## config.mk

```make
export PLATFORM = sky130hd
export DESIGN_NAME = sc_uart_tx
export DESIGN_NICKNAME = d
export VERILOG_FILES = /design/src/rtl/sc_io_pkg.sv /design/src/rtl/sc_fifo.sv /design/src/rtl/sc_uart_tx.sv
export SDC_FILE = /design/constraint.sdc
export NUM_CORES = 1
export LEC_CHECK = 0
export CAP_MARGIN = 20
export CORE_ASPECT_RATIO = 1.4
export CORE_MARGIN = 1.5
export CORE_UTILIZATION = 30
export CTS_CLUSTER_DIAMETER = 200
export CTS_CLUSTER_SIZE = 24
export DETAILED_ROUTE_END_ITERATION = 7
export HOLD_SLACK_MARGIN = 0.05
export SETUP_SLACK_MARGIN = 0.15
export SLEW_MARGIN = 0
export SYNTH_ARGS = -nofsm -noshare
export SYNTH_HDL_FRONTEND = slang
export SYNTH_SLANG_ARGS = --single-unit
```

## constraint.sdc

```tcl
create_clock -name clock -period 4.1 [get_ports clock]
set_input_delay 0.82 -clock clock [delete_from_list [all_inputs] [get_ports clock]]
set_output_delay 0.82 -clock clock [all_outputs]
set_load 0.01 [all_outputs]
```

## src/rtl/sc_io_pkg.sv

```systemverilog
// Shared definitions for the UART transmitter: CPU register offsets,
// STATUS bit layout and the transmit FSM state encoding.
package sc_io_pkg;

  // Word offsets decoded from addr
  localparam logic [1:0] ADDR_DATA   = 2'd0;
  localparam logic [1:0] ADDR_STATUS = 2'd1;

  // STATUS register bit positions
  localparam int STAT_BUSY    = 0;
  localparam int STAT_FULL    = 1;
  localparam int STAT_OVF     = 2;
  localparam int STAT_CNT_LSB = 3;
  localparam int STAT_CNT_W   = 3;

  // Transmit FSM states
  typedef enum logic [1:0] {
    ST_IDLE  = 2'd0,
    ST_START = 2'd1,
    ST_DATA  = 2'd2,
    ST_STOP  = 2'd3
  } tx_state_e;

endpackage

```

## src/rtl/sc_fifo.sv

```systemverilog
// Small first-word-fall-through FIFO. DEPTH must be a power of two (>= 2)
// so the pointers wrap naturally. A push while full is accepted only when a
// pop happens in the same cycle, which frees the slot being written.
module sc_fifo #(
  parameter int WIDTH = 8,
  parameter int DEPTH = 4
) (
  input  logic                     clock,
  input  logic                     resetn,
  input  logic                     push,
  input  logic                     pop,
  input  logic [WIDTH-1:0]         wdata,
  output logic [WIDTH-1:0]         rdata,
  output logic                     full,
  output logic                     empty,
  output logic [$clog2(DEPTH):0]   count
);

  localparam int AW = $clog2(DEPTH);
  localparam logic [AW-1:0] PTR_ONE  = AW'(1);
  localparam logic [AW:0]   CNT_ONE  = (AW+1)'(1);
  localparam logic [AW:0]   CNT_FULL = (AW+1)'(DEPTH);

  logic [WIDTH-1:0] mem_q [DEPTH];
  logic [AW-1:0]    wr_ptr_q, wr_ptr_d;
  logic [AW-1:0]    rd_ptr_q, rd_ptr_d;
  logic [AW:0]      count_q, count_d;
  logic             do_push, do_pop;

  assign full    = (count_q == CNT_FULL);
  assign empty   = (count_q == '0);
  assign count   = count_q;
  assign rdata   = mem_q[rd_ptr_q];
  assign do_pop  = pop & ~empty;
  assign do_push = push & (~full | do_pop);

  // Pointer and occupancy next-state
  always_comb begin
    wr_ptr_d = wr_ptr_q;
    rd_ptr_d = rd_ptr_q;
    count_d  = count_q;
    if (do_push) wr_ptr_d = wr_ptr_q + PTR_ONE;
    if (do_pop)  rd_ptr_d = rd_ptr_q + PTR_ONE;
    case ({do_push, do_pop})
      2'b10:   count_d = count_q + CNT_ONE;
      2'b01:   count_d = count_q - CNT_ONE;
      default: count_d = count_q;
    endcase
  end

  // Pointer and occupancy registers
  always_ff @(posedge clock or negedge resetn) begin
    if (!resetn) begin
      wr_ptr_q <= '0;
      rd_ptr_q <= '0;
      count_q  <= '0;
    end else begin
      wr_ptr_q <= wr_ptr_d;
      rd_ptr_q <= rd_ptr_d;
      count_q  <= count_d;
    end
  end

  // Storage array; contents are don't-care until written, so no reset
  always_ff @(posedge clock) begin
    if (do_push) mem_q[wr_ptr_q] <= wdata;
  end

endmodule

```

## src/rtl/sc_uart_tx.sv

```systemverilog
// Memory-mapped 8N1 UART transmitter: CPU pushes bytes into a FIFO through
// DATA, the FSM serialises them LSB first with one start and one stop bit.
module sc_uart_tx
  import sc_io_pkg::*;
#(
  parameter int CLK_DIV    = 434,
  parameter int FIFO_DEPTH = 4
) (
  input  logic        clock,
  input  logic        resetn,
  input  logic        sel,
  input  logic [1:0]  addr,
  input  logic [31:0] wdata,
  input  logic        we,
  output logic [31:0] rdata,
  output logic        tx,
  output logic        irq
);

  localparam int BW = $clog2(CLK_DIV);
  localparam int CW = $clog2(FIFO_DEPTH) + 1;
  localparam logic [BW-1:0] BAUD_MAX = BW'(CLK_DIV - 1);
  localparam logic [BW-1:0] BAUD_ONE = BW'(1);

  tx_state_e     state_q, state_d;
  logic [BW-1:0] baud_q, baud_d;
  logic [2:0]    bit_q, bit_d;
  logic [7:0]    shift_q, shift_d;
  logic          tx_q, tx_d;
  logic          ovf_q, ovf_d;

  logic          wr_data, wr_status;
  logic          fifo_pop, fifo_full, fifo_empty;
  logic [7:0]    fifo_rdata;
  logic [CW-1:0] fifo_count;
  logic [31:0]   cnt_ext;
  logic          busy, baud_done;
  logic          unused_bits;

  assign wr_data     = sel & we & (addr == ADDR_DATA);
  assign wr_status   = sel & we & (addr == ADDR_STATUS);
  assign busy        = (state_q != ST_IDLE);
  assign irq         = fifo_empty & ~busy;
  assign tx          = tx_q;
  assign baud_done   = (baud_q == '0);
  assign cnt_ext     = 32'(fifo_count);
  assign unused_bits = ^{wdata[31:8], cnt_ext[31:STAT_CNT_W]};

  sc_fifo #(
    .WIDTH (8),
    .DEPTH (FIFO_DEPTH)
  ) u_fifo (
    .clock  (clock),
    .resetn (resetn),
    .push   (wr_data),
    .pop    (fifo_pop),
    .wdata  (wdata[7:0]),
    .rdata  (fifo_rdata),
    .full   (fifo_full),
    .empty  (fifo_empty),
    .count  (fifo_count)
  );

  // Sticky overflow: set by a push that the FIFO cannot accept
  always_comb begin
    ovf_d = ovf_q;
    if (wr_status && wdata[0])                ovf_d = 1'b0;
    if (wr_data && fifo_full && !fifo_pop)    ovf_d = 1'b1;
  end

  // Transmit FSM: every state lasts CLK_DIV cycles; tx is computed one
  // cycle ahead so the registered line changes exactly on bit boundaries
  always_comb begin
    state_d  = state_q;
    baud_d   = baud_q;
    bit_d    = bit_q;
    shift_d  = shift_q;
    tx_d     = tx_q;
    fifo_pop = 1'b0;
    case (state_q)
      ST_IDLE: begin
        tx_d = 1'b1;
        if (!fifo_empty) begin
          fifo_pop = 1'b1;
          shift_d  = fifo_rdata;
          baud_d   = BAUD_MAX;
          bit_d    = 3'd0;
          tx_d     = 1'b0;
          state_d  = ST_START;
        end
      end
      ST_START: begin
        if (baud_done) begin
          baud_d  = BAUD_MAX;
          bit_d   = 3'd0;
          tx_d    = shift_q[0];
          state_d = ST_DATA;
        end else begin
          baud_d = baud_q - BAUD_ONE;
        end
      end
      ST_DATA: begin
        if (baud_done) begin
          baud_d = BAUD_MAX;
          if (bit_q == 3'd7) begin
            tx_d    = 1'b1;
            state_d = ST_STOP;
          end else begin
            bit_d   = bit_q + 3'd1;
            shift_d = {1'b0, shift_q[7:1]};
            tx_d    = shift_q[1];
          end
        end else begin
          baud_d = baud_q - BAUD_ONE;
        end
      end
      ST_STOP: begin
        if (baud_done) begin
          // Chain straight into the next frame when data is waiting
          if (!fifo_empty) begin
            fifo_pop = 1'b1;
            shift_d  = fifo_rdata;
            baud_d   = BAUD_MAX;
            bit_d    = 3'd0;
            tx_d     = 1'b0;
            state_d  = ST_START;
          end else begin
            tx_d    = 1'b1;
            state_d = ST_IDLE;
          end
        end else begin
          baud_d = baud_q - BAUD_ONE;
        end
      end
      default: begin
        tx_d    = 1'b1;
        state_d = ST_IDLE;
      end
    endcase
  end

  // FSM, counters, shift register and line driver; reset forces tx high at once
  always_ff @(posedge clock or negedge resetn) begin
    if (!resetn) begin
      state_q <= ST_IDLE;
      baud_q  <= '0;
      bit_q   <= '0;
      shift_q <= '0;
      tx_q    <= 1'b1;
      ovf_q   <= 1'b0;
    end else begin
      state_q <= state_d;
      baud_q  <= baud_d;
      bit_q   <= bit_d;
      shift_q <= shift_d;
      tx_q    <= tx_d;
      ovf_q   <= ovf_d;
    end
  end

  // Register read mux; only STATUS returns data
  always_comb begin
    rdata = '0;
    if (addr == ADDR_STATUS) begin
      rdata[STAT_BUSY]                    = busy;
      rdata[STAT_FULL]                    = fifo_full;
      rdata[STAT_OVF]                     = ovf_q;
      rdata[STAT_CNT_LSB +: STAT_CNT_W]   = cnt_ext[STAT_CNT_W-1:0];
    end
  end

endmodule

```

==> reports/qor.csv <==
metric,value,unit
status,finished clean,
core,10800,µm²
p_leak,0.00146,µW
synthMuxAreaShare,0.0929,
fmax,325,MHz
drc,0,
clock_latency,0.33,ns
multi_input_area,1370,µm²
p_per_area,724,nW/µm²
synth_top_family_by_area,simple AND/OR/NAND/NOR gates,
yosysSeqAreaShare,0.525,
grt_antenna_before_repair,0,
io_pins,72,
syn_to_final_growth,15.6,%
placed_cell_area,3550,µm²
drt-pass1-iter-count,4,
postSynth.asyncResetShare,0.492,
fillerInstances,1097,
r2r_slack,1.28,ns
io_buffers,21,
register_area,1740,µm²
grt_max_degree,32,
synth_warnings,0,
post-route-util,0.354,
post-route-period-util,0.750,
die_w,91.8,µm
grt.overflow.total,0,
synth_cell_types,49,
worstPathArrival,2.25,ns
synth-xor-area-share,0.0106,
cts_buffer_depth,2,
startpoint_type,input port,
place.gp.congestion,0.741,
root_buffer,clkbuf_16,
die_h,127,µm
tns,0,ns
initial_core_util,0.306,
ys_ff_latch,63,
end_kind,output pin,
rows,45,
cts_resized,0,
dp_hpwl,4300,µm
clkSlewWorstSetupHoldPaths,0.05,ns
synth_edf_count,32,
crit_path_max_fanout,4,
numCtsBuffers,9,
maxCapViolations,0,
synth_fa_ha_area_frac,0.0514,
via_per_inst,4.68,
final_nets,358,
synth_area,3310,µm²
grt_pass1_wl,10000,µm
rsz0062_at_grt,false,
design_area,3830,µm²
ir_drop,327,µV
synth-simple-area-share,0.131,
diodes,0,
syn_inst,284,
report.final.setup_viol,0,
h-tree-depth,3,
synth.avg_cell_area,11.7,µm²
drv_slew,0,
hp-class,flip-flop to flip-flop,
wl_per_cell,13.1,µm
worst_pin_slew,0.747,ns
clock_skew,0.00626,ns
clkSinkCount,63,
routed_wirelength,5920,µm
cts.hold.buffers_added,0,
postCtsSetupRepairBufs,0,
dp_slack,1.04,ns
final.setup.worst_slack,1.03,ns
max_slew_margin,0.502,
critPathRequiredTime,3.28,ns
min_period,3.07,ns
synth-main-ff-cell,edfxtp_1,
ant_nets,0,
critPathKind,input port to output pin,
drive_gt1_frac,0.119,
dr_total_vias,2120,
synth_compound_area_frac,0.0993,
finalHoldViolations,0,
die_area,11700,µm²
drt_iter0_drc,89,
grt_util_all_layers,0.111,
cts_tree,done,
grt_pass1_vias,2055,
-- area by class of cell --
cell class	instances	area share
well taps	141	0.0461
clock buffers	10	0.0598
clock inverters	6	0.0121
flip-flops and latches	63	0.454
inverters	13	0.0127
multi-input cells	198	0.359
repair buffers	22	0.0568
-- flip-flops by register name, summed over array words and instances (netlist names) --
name / count
u_fifo.wr_ptr_q: 2
bit_q: 3
state_q: 2
baud_q: 9
u_fifo.count: 3
shift_q: 8
u_fifo.mem_q: 32
ovf_q: 1
u_fifo.rd_ptr_q: 2
tx: 1
-- worst max-delay path, stage by stage --
cell and delay (ns):
clkdlybuf4s50_1 0.51, nor2b_1 0.23, and2_1 0.16, clkdlybuf4s50_1 0.53
-- path summary, 6_finish.rpt --
path,from,endpoint,depth (start not counted)
setup / recovery,addr[0],rdata[3],4
min in group asynchronous,resetn,baud_q[2],2
max in group asynchronous,resetn,tx,2
hold reg to reg,bit_q[0],bit_q[0],1
hold / removal,bit_q[0],bit_q[0],1
setup reg to reg,baud_q[0],u_fifo.mem_q[3][5],7
-- cell families after synthesis --
kind of cell / count (synthesis)
and+or+nand+nor: 83
DFF: 63
AOI/OAI and AO/OA: 52
buffers and inverters: 48
muxes: 20
adders and majority gates: 13
xor gates and xnor gates: 4
other: 1
-- stage by stage --
stage / hold slack (ns) / instances / total power (µW)
floorplan: 0.457 / 309 / 1880
global placement: 0.482 / 437 / 2070
detailed placement: 0.481 / 437 / 2110
CTS: 0.488 / 453 / 2810
global route: 0.513 / 453 / 3000
finish: 0.482 / 453 / 2770
-- cells in the mapped netlist (2+ instances only) --
| cell type | count | area [µm²] |
|---|---|---|
| edfxtp_1 | 32 | 961 |
| dfrtp_1 | 30 | 751 |
| buf_4 | 26 | 195 |
| nor2_1 | 24 | 90.1 |
| a21oi_1 | 16 | 80.1 |
| o21ai_0 | 16 | 80.1 |
| nand2_1 | 14 | 52.6 |
| inv_1 | 13 | 48.8 |
| ha_1 | 12 | 150 |
| and2_1 | 9 | 56.3 |
| mux2i_1 | 9 | 90.1 |
| nor3_1 | 9 | 45.0 |
| mux4_2 | 8 | 180 |
| nand3_1 | 7 | 35.0 |
| a31oi_1 | 5 | 31.3 |
| clkbuf_1 | 4 | 15.0 |
| nand2b_1 | 3 | 18.8 |
| nor2b_1 | 3 | 18.8 |
| o221a_2 | 3 | 33.8 |
| or3_1 | 3 | 18.8 |
| xnor2_1 | 3 | 26.3 |
| buf_2 | 2 | 10.0 |
| buf_6 | 2 | 22.5 |
| mux2_2 | 2 | 22.5 |
| nor3_2 | 2 | 20.0 |
| nor3b_2 | 2 | 25.0 |
| o21ai_1 | 2 | 10.0 |
| o31ai_1 | 2 | 15.0 |
-- cells in the final DEF (no fill, tap or decap), types with 2 or more instances in the layout --
cell type | netlist | final
edfxtp_1 | 32 | 32
dfrtp_1 | 30 | 30
conb_1 | 1 | 26
nor2_1 | 24 | 24
clkdlybuf4s50_1 | 0 | 21
o21ai_0 | 16 | 16
a21oi_1 | 16 | 16
nand2_1 | 14 | 14
inv_1 | 13 | 13
ha_1 | 12 | 12
nor3_1 | 9 | 9
and2_1 | 9 | 9
mux2i_1 | 9 | 9
clkbuf_16 | 0 | 9
mux4_2 | 8 | 8
nand3_1 | 7 | 7
a31oi_1 | 5 | 5
or3_1 | 3 | 3
o221a_2 | 3 | 3
nor2b_1 | 3 | 3
nand2b_1 | 3 | 3
xnor2_1 | 3 | 3
nor3b_2 | 2 | 2
nor3_2 | 2 | 2
o31ai_1 | 2 | 2
o21ai_1 | 2 | 2
mux2_2 | 2 | 2
clkinv_4 | 0 | 2
clkinvlp_4 | 0 | 2
-- routing by layer --
layer / GRT usage / wire, µm / vias up
met5: 0 / 0 / -
met1: 0.120 / 2400 / 1045
li1: - / - / 1015
met2: 0.201 / 3180 / 51
met3: 0.0327 / 225 / 9
met4: 0.0462 / 111 / 0
-- where the power goes --
| part | internal (µW) | leakage [µW] | switching, µW |
|---|---|---|---|
| sequential | 824 | 0.000663 | 185 |
| combinational | 494 | 0.000668 | 586 |
| clock | 411 | 0.000129 | 275 |
Power figures use the tool's default switching activity.
